File: src/rtl/uart_packet_rx.sv
// UART receiver that assembles MSG_WIDTH/DATA_WIDTH words into one packet (header in MSBs, payload in LSBs).
// Latency: packet visible on msg_valid 1 clk after the last stop-bit sample.
// Backpressure: a packet is held while msg_valid & ~msg_ready; a packet completing then is dropped with overrun_err.
// Ports: clk, rst (sync, active-high), uart_rx_pin (async serial, idle high),
//        msg_header/msg_payload/msg_valid/msg_ready (packet handshake),
//        frame_err/timeout_err/overrun_err (one-cycle error pulses).
module uart_packet_rx #(
    parameter int CLKS_PER_BAUD = 1250,
    parameter int DATA_WIDTH    = 8,
    parameter int STOP_BITS     = 1,
    parameter int MSG_WIDTH     = 64,
    parameter int HEADER_WIDTH  = 8,
    parameter int TIMEOUT_CLKS  = 24000
) (
    input  logic                              clk,
    input  logic                              rst,
    input  logic                              uart_rx_pin,
    output logic [HEADER_WIDTH-1:0]           msg_header,
    output logic [MSG_WIDTH-HEADER_WIDTH-1:0] msg_payload,
    output logic                              msg_valid,
    input  logic                              msg_ready,
    output logic                              frame_err,
    output logic                              timeout_err,
    output logic                              overrun_err
);

    localparam int CW     = $clog2(CLKS_PER_BAUD);
    localparam int NWORDS = MSG_WIDTH / DATA_WIDTH;
    localparam int KW     = (NWORDS > 1) ? $clog2(NWORDS) : 1;
    localparam int BW     = $clog2(DATA_WIDTH + 1);
    localparam int SW     = $clog2(STOP_BITS + 1);
    localparam int GW     = $clog2(TIMEOUT_CLKS + 1);

    localparam logic [CW-1:0] HALF_LAST = CW'(CLKS_PER_BAUD / 2 - 1);
    localparam logic [CW-1:0] BAUD_LAST = CW'(CLKS_PER_BAUD - 1);
    localparam logic [BW-1:0] DATA_LAST = BW'(DATA_WIDTH - 1);
    localparam logic [SW-1:0] STOP_LAST = SW'(STOP_BITS - 1);
    localparam logic [KW-1:0] K_LAST    = KW'(NWORDS - 1);
    localparam logic [GW-1:0] GAP_LAST  = GW'(TIMEOUT_CLKS - 1);

    typedef enum logic [1:0] {IDLE, START, DATA, STOP} state_t;

    // ---------------- synchronizer and start-edge detect ----------------
    logic       sync1, sync2, line_q;
    logic [1:0] flush;
    logic       armed;
    logic       fall;

    // The sync stages reset high, so their output is meaningless until two
    // real samples have flushed through. 'armed' waits for a genuine high on
    // the line so a line held low across reset release is not a start edge.
    always_ff @(posedge clk) begin
        if (rst) begin
            sync1  <= 1'b1;
            sync2  <= 1'b1;
            line_q <= 1'b1;
            flush  <= 2'b00;
            armed  <= 1'b0;
        end else begin
            sync1  <= uart_rx_pin;
            sync2  <= sync1;
            line_q <= sync2;
            flush  <= {flush[0], 1'b1};
            if (flush[1] && sync2)
                armed <= 1'b1;
        end
    end

    assign fall = armed & line_q & ~sync2;

    // ---------------- bit FSM ----------------
    state_t                state, state_n;
    logic [CW-1:0]         cnt, cnt_n;
    logic [BW-1:0]         bit_idx, bit_n;
    logic [SW-1:0]         stop_idx, stop_n;
    logic                  stop_bad, stop_bad_n;
    logic [DATA_WIDTH-1:0] shreg, shreg_n;
    logic                  word_stb;
    logic                  frame_bad;

    always_ff @(posedge clk) begin
        if (rst) begin
            state    <= IDLE;
            cnt      <= '0;
            bit_idx  <= '0;
            stop_idx <= '0;
            stop_bad <= 1'b0;
            shreg    <= '0;
        end else begin
            state    <= state_n;
            cnt      <= cnt_n;
            bit_idx  <= bit_n;
            stop_idx <= stop_n;
            stop_bad <= stop_bad_n;
            shreg    <= shreg_n;
        end
    end

    always_comb begin
        state_n    = state;
        cnt_n      = cnt + CW'(1);
        bit_n      = bit_idx;
        stop_n     = stop_idx;
        stop_bad_n = stop_bad;
        shreg_n    = shreg;
        word_stb   = 1'b0;
        frame_bad  = 1'b0;
        case (state)
            IDLE: begin
                cnt_n = '0;
                if (fall)
                    state_n = START;
            end
            START: begin
                if (cnt == HALF_LAST) begin
                    cnt_n = '0;
                    // A high line at mid start bit was a glitch: drop quietly.
                    if (!sync2) begin
                        state_n = DATA;
                        bit_n   = '0;
                    end else begin
                        state_n = IDLE;
                    end
                end
            end
            DATA: begin
                if (cnt == BAUD_LAST) begin
                    cnt_n   = '0;
                    shreg_n = (shreg >> 1) | (DATA_WIDTH'(sync2) << (DATA_WIDTH - 1));
                    if (bit_idx == DATA_LAST) begin
                        state_n    = STOP;
                        stop_n     = '0;
                        stop_bad_n = 1'b0;
                    end else begin
                        bit_n = bit_idx + BW'(1);
                    end
                end
            end
            STOP: begin
                if (cnt == BAUD_LAST) begin
                    cnt_n      = '0;
                    stop_bad_n = stop_bad | ~sync2;
                    // Leave at mid stop bit so a back-to-back start edge is seen.
                    if (stop_idx == STOP_LAST) begin
                        state_n = IDLE;
                        if (stop_bad || !sync2)
                            frame_bad = 1'b1;
                        else
                            word_stb = 1'b1;
                    end else begin
                        stop_n = stop_idx + SW'(1);
                    end
                end
            end
            default: state_n = IDLE;
        endcase
    end

    // ---------------- packet assembler ----------------
    logic [KW-1:0]        k;
    logic [GW-1:0]        gap;
    logic                 gap_hit;
    logic                 last_stb;
    logic [MSG_WIDTH-1:0] msg_buf;
    logic [MSG_WIDTH-1:0] asm_msg;

    assign gap_hit  = (k != '0) && (gap == GAP_LAST) && !word_stb;
    assign last_stb = word_stb && (k == K_LAST);

    // Full packet as it would look with the word arriving this cycle merged in.
    always_comb begin
        asm_msg = msg_buf;
        asm_msg[int'(k) * DATA_WIDTH +: DATA_WIDTH] = shreg;
    end

    always_ff @(posedge clk) begin
        if (rst) begin
            k           <= '0;
            gap         <= '0;
            msg_buf     <= '0;
            msg_header  <= '0;
            msg_payload <= '0;
            msg_valid   <= 1'b0;
            frame_err   <= 1'b0;
            timeout_err <= 1'b0;
            overrun_err <= 1'b0;
        end else begin
            frame_err   <= frame_bad;
            timeout_err <= gap_hit;
            overrun_err <= last_stb && msg_valid && !msg_ready;

            if (word_stb || gap_hit || k == '0)
                gap <= '0;
            else
                gap <= gap + GW'(1);

            // Frame error and timeout together clear the assembler once.
            if (frame_bad || gap_hit)
                k <= '0;
            else if (word_stb)
                k <= (k == K_LAST) ? '0 : k + KW'(1);

            if (word_stb)
                msg_buf <= asm_msg;

            if (last_stb && (!msg_valid || msg_ready)) begin
                msg_header  <= asm_msg[MSG_WIDTH-1 -: HEADER_WIDTH];
                msg_payload <= asm_msg[MSG_WIDTH-HEADER_WIDTH-1:0];
                msg_valid   <= 1'b1;
            end else if (msg_valid && msg_ready) begin
                msg_valid <= 1'b0;
            end
        end
    end

endmodule

File: config.mk
export PLATFORM = sky130hd
export DESIGN_NAME = uart_packet_rx
export DESIGN_NICKNAME = d
export VERILOG_FILES = /design/src/rtl/uart_packet_rx.sv
export SDC_FILE = /design/constraint.sdc
export NUM_CORES = 1
export LEC_CHECK = 0
export ABC_AREA = 1
export CAP_MARGIN = 20
export CORE_MARGIN = 3
export CORE_UTILIZATION = 58
export CTS_CLUSTER_DIAMETER = 60
export DETAILED_ROUTE_END_ITERATION = 6
export GPL_ROUTABILITY_DRIVEN = 0
export PLACE_DENSITY = 0.87
export SLEW_MARGIN = 20
export SYNTH_ARGS = -nofsm -noshare
export SYNTH_HDL_FRONTEND = slang
export SYNTH_SLANG_ARGS = --single-unit
File: constraint.sdc
create_clock -name clk -period 2.2 [get_ports clk]
set_input_delay 0.55 -clock clk [delete_from_list [all_inputs] [get_ports clk]]
set_output_delay 0.55 -clock clk [all_outputs]
set_load 0.005 [all_outputs]
==> metrics.log <==
INFO  metric outcome = finished clean
INFO  metric cap_viol_max_count = 0
INFO  metric count_of_tritonroute_iterations_in_the_first_routing_pass = 6
INFO  metric total_power = 6460 uW
INFO  metric post-route-period-util = 0.941
INFO  metric worstSetupStartpoint = k[1]
INFO  metric post-place-ws = 63.9 ps
INFO  metric cts_tree = yes
INFO  metric num-nets-final = 1256
INFO  metric postSynthCellCount = 1184
INFO  metric critPathMaxStageDelay = 410 ps
INFO  metric seqCellArea = 3640 um2
INFO  metric leakage = 0.00393 uW
INFO  metric cts-hold-fix-buffers = 0
INFO  metric dpl.hpwl = 13.3 mm
INFO  metric detail_route.drc_violations = 0
INFO  metric worst_setup_hold_path_clk_slew = 70 ps
INFO  metric chipWidth = 125 um
INFO  metric crit_top_cell = ha_1
INFO  metric finalMaxSlewViolations = 0
INFO  metric rr_startpoint = k[1]
INFO  metric hold_class = flop to flop
INFO  metric ys.flop_type = dfxtp_1
INFO  metric synth_cell_types = 34
INFO  metric arrival = 2430 ps
INFO  metric synth-edff-count = 0
INFO  metric worstRegToRegCells = 8
INFO  metric pin_count = 72
INFO  metric synth.net_count = 1200
INFO  metric floorplan.die_area = 15600 um2
INFO  metric layout-drive-gt1-share = 0.0686
INFO  metric ys_async_sr_fraction = 0
INFO  metric path_class = flop to flop
INFO  metric worst-r2r-setup-slack = 130 ps
INFO  metric die_h = 125 um
INFO  metric flow.area_growth_from_synthesis = 18.7%
INFO  metric final-setup-viol-count = 0
INFO  metric grt_antenna_before_repair = 0
INFO  metric synth.area.top_cells = dfxtp_1 (45%), nand2_1 (9.5%), o21ai_0 (9.5%)
INFO  metric seq_area_frac_synth = 0.445
INFO  metric syn_area = 8180 um2
INFO  metric cts_root_buffer = clkbuf_16
INFO  metric report.final.hold_viol_count = 0
INFO  metric initial_utilization = 0.606
INFO  metric layout.cells.non_filler = 1429
INFO  metric route.detailed.wl_per_inst = 13.7 um
INFO  metric whs = 410 ps
INFO  metric antenna_cells_inserted = 0
INFO  metric first_global_vias = 7124
INFO  metric dp.cells = 1397
INFO  metric yosys.area.top_type = dfxtp_1
INFO  metric cp_max_fo = 11
INFO  metric cts-root-to-sink-buffers = 2
INFO  metric fmax = 0.483 GHz
INFO  metric most_used_standard_cells_in_the_synthesized_netlist = nand2_1 (208), nor2_1 (202), dfxtp_1 (182)
INFO  metric timing.critical_path.required = 2560 ps
INFO  metric clk-insertion-delay-late = 430 ps
INFO  metric globalRouteOverflowTotal = 0
INFO  metric port_buffers = 71
INFO  metric routed_via_density = 5.45
INFO  metric timing.critical_path.cells = inv_1 -> ha_1 -> ha_1 -> inv_2 -> nand3_2 -> o21ai_0 -> nand4_1 -> a21oi_1
INFO  metric timing.clock.skew = 11.3 ps
INFO  metric dr_total_vias = 7784
INFO  metric worstSetupStartpointType = flop
INFO  metric clock_sink_count = 182
INFO  metric holdCritStartpoint = flush[0]
INFO  metric final_period_minus_worst_setup_slack = 2070 ps
INFO  metric ant_nets = 0
INFO  metric final.setup.tns = 0 ps
INFO  metric synth.top_cell.area_share = 0.445
INFO  metric hold_path_depth = 2
INFO  metric multi_input_combinational_cell_area = 3720 um2
INFO  metric grt_first_pass_wirelength = 32.7 mm
INFO  metric postSynthAreaPerCell = 6.91 um2
INFO  metric detailed_route_wl = 19.6 mm
INFO  metric crit_path_end_kind = flop
INFO  metric crit_slowest_cell = o21ai_0
INFO  metric ys.warnings.count = 0
INFO  metric relSlewSlack = 0.607
INFO  metric cts_buffers = 17
INFO  metric final.setup.worst_slack = 130 ps
INFO  metric drc_marker_count_from_the_first_detailed_route_iteration = 870
INFO  metric fillerInstances = 1044
INFO  metric grt_max_degree = 69
INFO  metric yosysMostFrequentCell = nand2_1
INFO  metric total_global_routing_track_utilization = 0.249
INFO  metric max-vdd-ir-drop = 0.470 mV
INFO  metric core = 13500 um2
INFO  metric grt_setup_unrepaired = yes
INFO  metric power_density = 665 nW/um2
INFO  metric htree_levels = 4
INFO  metric synth.ff_latch_count = 182
INFO  metric floorplan.rows = 42
INFO  metric max_slew.worst_pin.slew = 585 ps
INFO  metric setup_bufs_post_cts = 0
==> through the flow <==
stage	area, um2	utilization
2_1_floorplan	8180	-
3_3_place_gp	9110	0.675
3_5_place_dp	9110	0.675
4_1_cts	9690	0.718
5_1_grt	9720	0.719
6_report	9720	0.719
==> kinds of logic (layout without fill, tap and decap cells) <==
logic type | count (synthesis) | in the layout | share of synthesized area
AND/OR/NAND/NOR | 531 | 531 | 0.278
XOR/XNOR | 11 | 11 | 0.0118
buffers and inverters | 214 | 283 | 0.103
AO/OA/AOI/OAI | 234 | 234 | 0.144
flip-flops | 182 | 182 | 0.445
adder cells (fa/ha/maj) | 12 | 12 | 0.0183
==> report_power, final <==
part / internal [uW] / total [uW] / switching (uW) / leakage (uW)
combinational: 49.6 / 148 / 97.9 / 0.00219
clock: 1710 / 3000 / 1290 / 0.000277
sequential: 3310 / 3310 / 9.21 / 0.00147
==> worst max-delay path, delay by kind of cell (launching register included) <==
kind | cells | cell delay (ps)
AND/OR/NAND/NOR | 2 | 360
adder cells (fa/ha/maj) | 2 | 540
buffers and inverters | 2 | 200
flip-flops | 1 | 340
AO/OA/AOI/OAI | 2 | 580
==> registers in the layout, summed over array words and instances, names as in the netlist, named ones only <==
signal	count
flush	2
overrun_err	1
stop_bad	1
msg_payload	56
armed	1
sync1	1
gap	15
line_q	1
frame_err	1
sync2	1
bit_idx	4
timeout_err	1
shreg	8
state	1
k	3
msg_buf	64
cnt	11
msg_valid	1
msg_header	8
==> cell type report <==
class | count | share of cell area
clock buffers | 22 | 0.0467
flip-flops and latches | 182 | 0.375
well taps | 176 | 0.0227
clock inverters | 10 | 0.0126
inverters | 152 | 0.0587
multi-input cells | 788 | 0.383
repair buffers | 99 | 0.102
==> routing by layer <==
layer  GRT usage  wire length, um
met3      0.0493             1450
met4       0.104              503
met5           0                0
met2       0.409             9210
met1       0.320             8480
==> worst paths after layout <==
kind	to
min	flush[1]
max reg2reg	msg_header[6]
max	msg_header[6]
min reg2reg	flush[1]
==> layout by cell type (no fill, tap or decap), types with 2 or more instances in the layout <==
cell type	count
nor2_4	2
nand2_2	3
clkbuf_16	17
a21oi_1	73
ha_1	12
nor4_1	3
clkinv_4	2
nor3b_1	6
inv_1	145
buf_4	22
or2_2	10
clkinvlp_4	2
inv_2	6
bufinv_16	2
nand3_2	2
nor2_2	2
xnor2_1	5
nor2_1	201
buf_12	5
nor3_1	17
clkbuf_1	4
o21ai_0	141
nand2_1	206
clkinv_2	2
dfxtp_1	182
nand4_1	27
nand3_4	2
a31oi_1	2
o21ai_1	17
xor2_1	6
nand3_1	46
clkdlybuf4s50_1	71
==> what timing repair did <==
item / CTS / global route
hold endpoints to repair: 0 / 0
gates resized for setup: 0 / 22
endpoints found under the setup margin: 0 / 54
(Power assumes the default switching activity.)
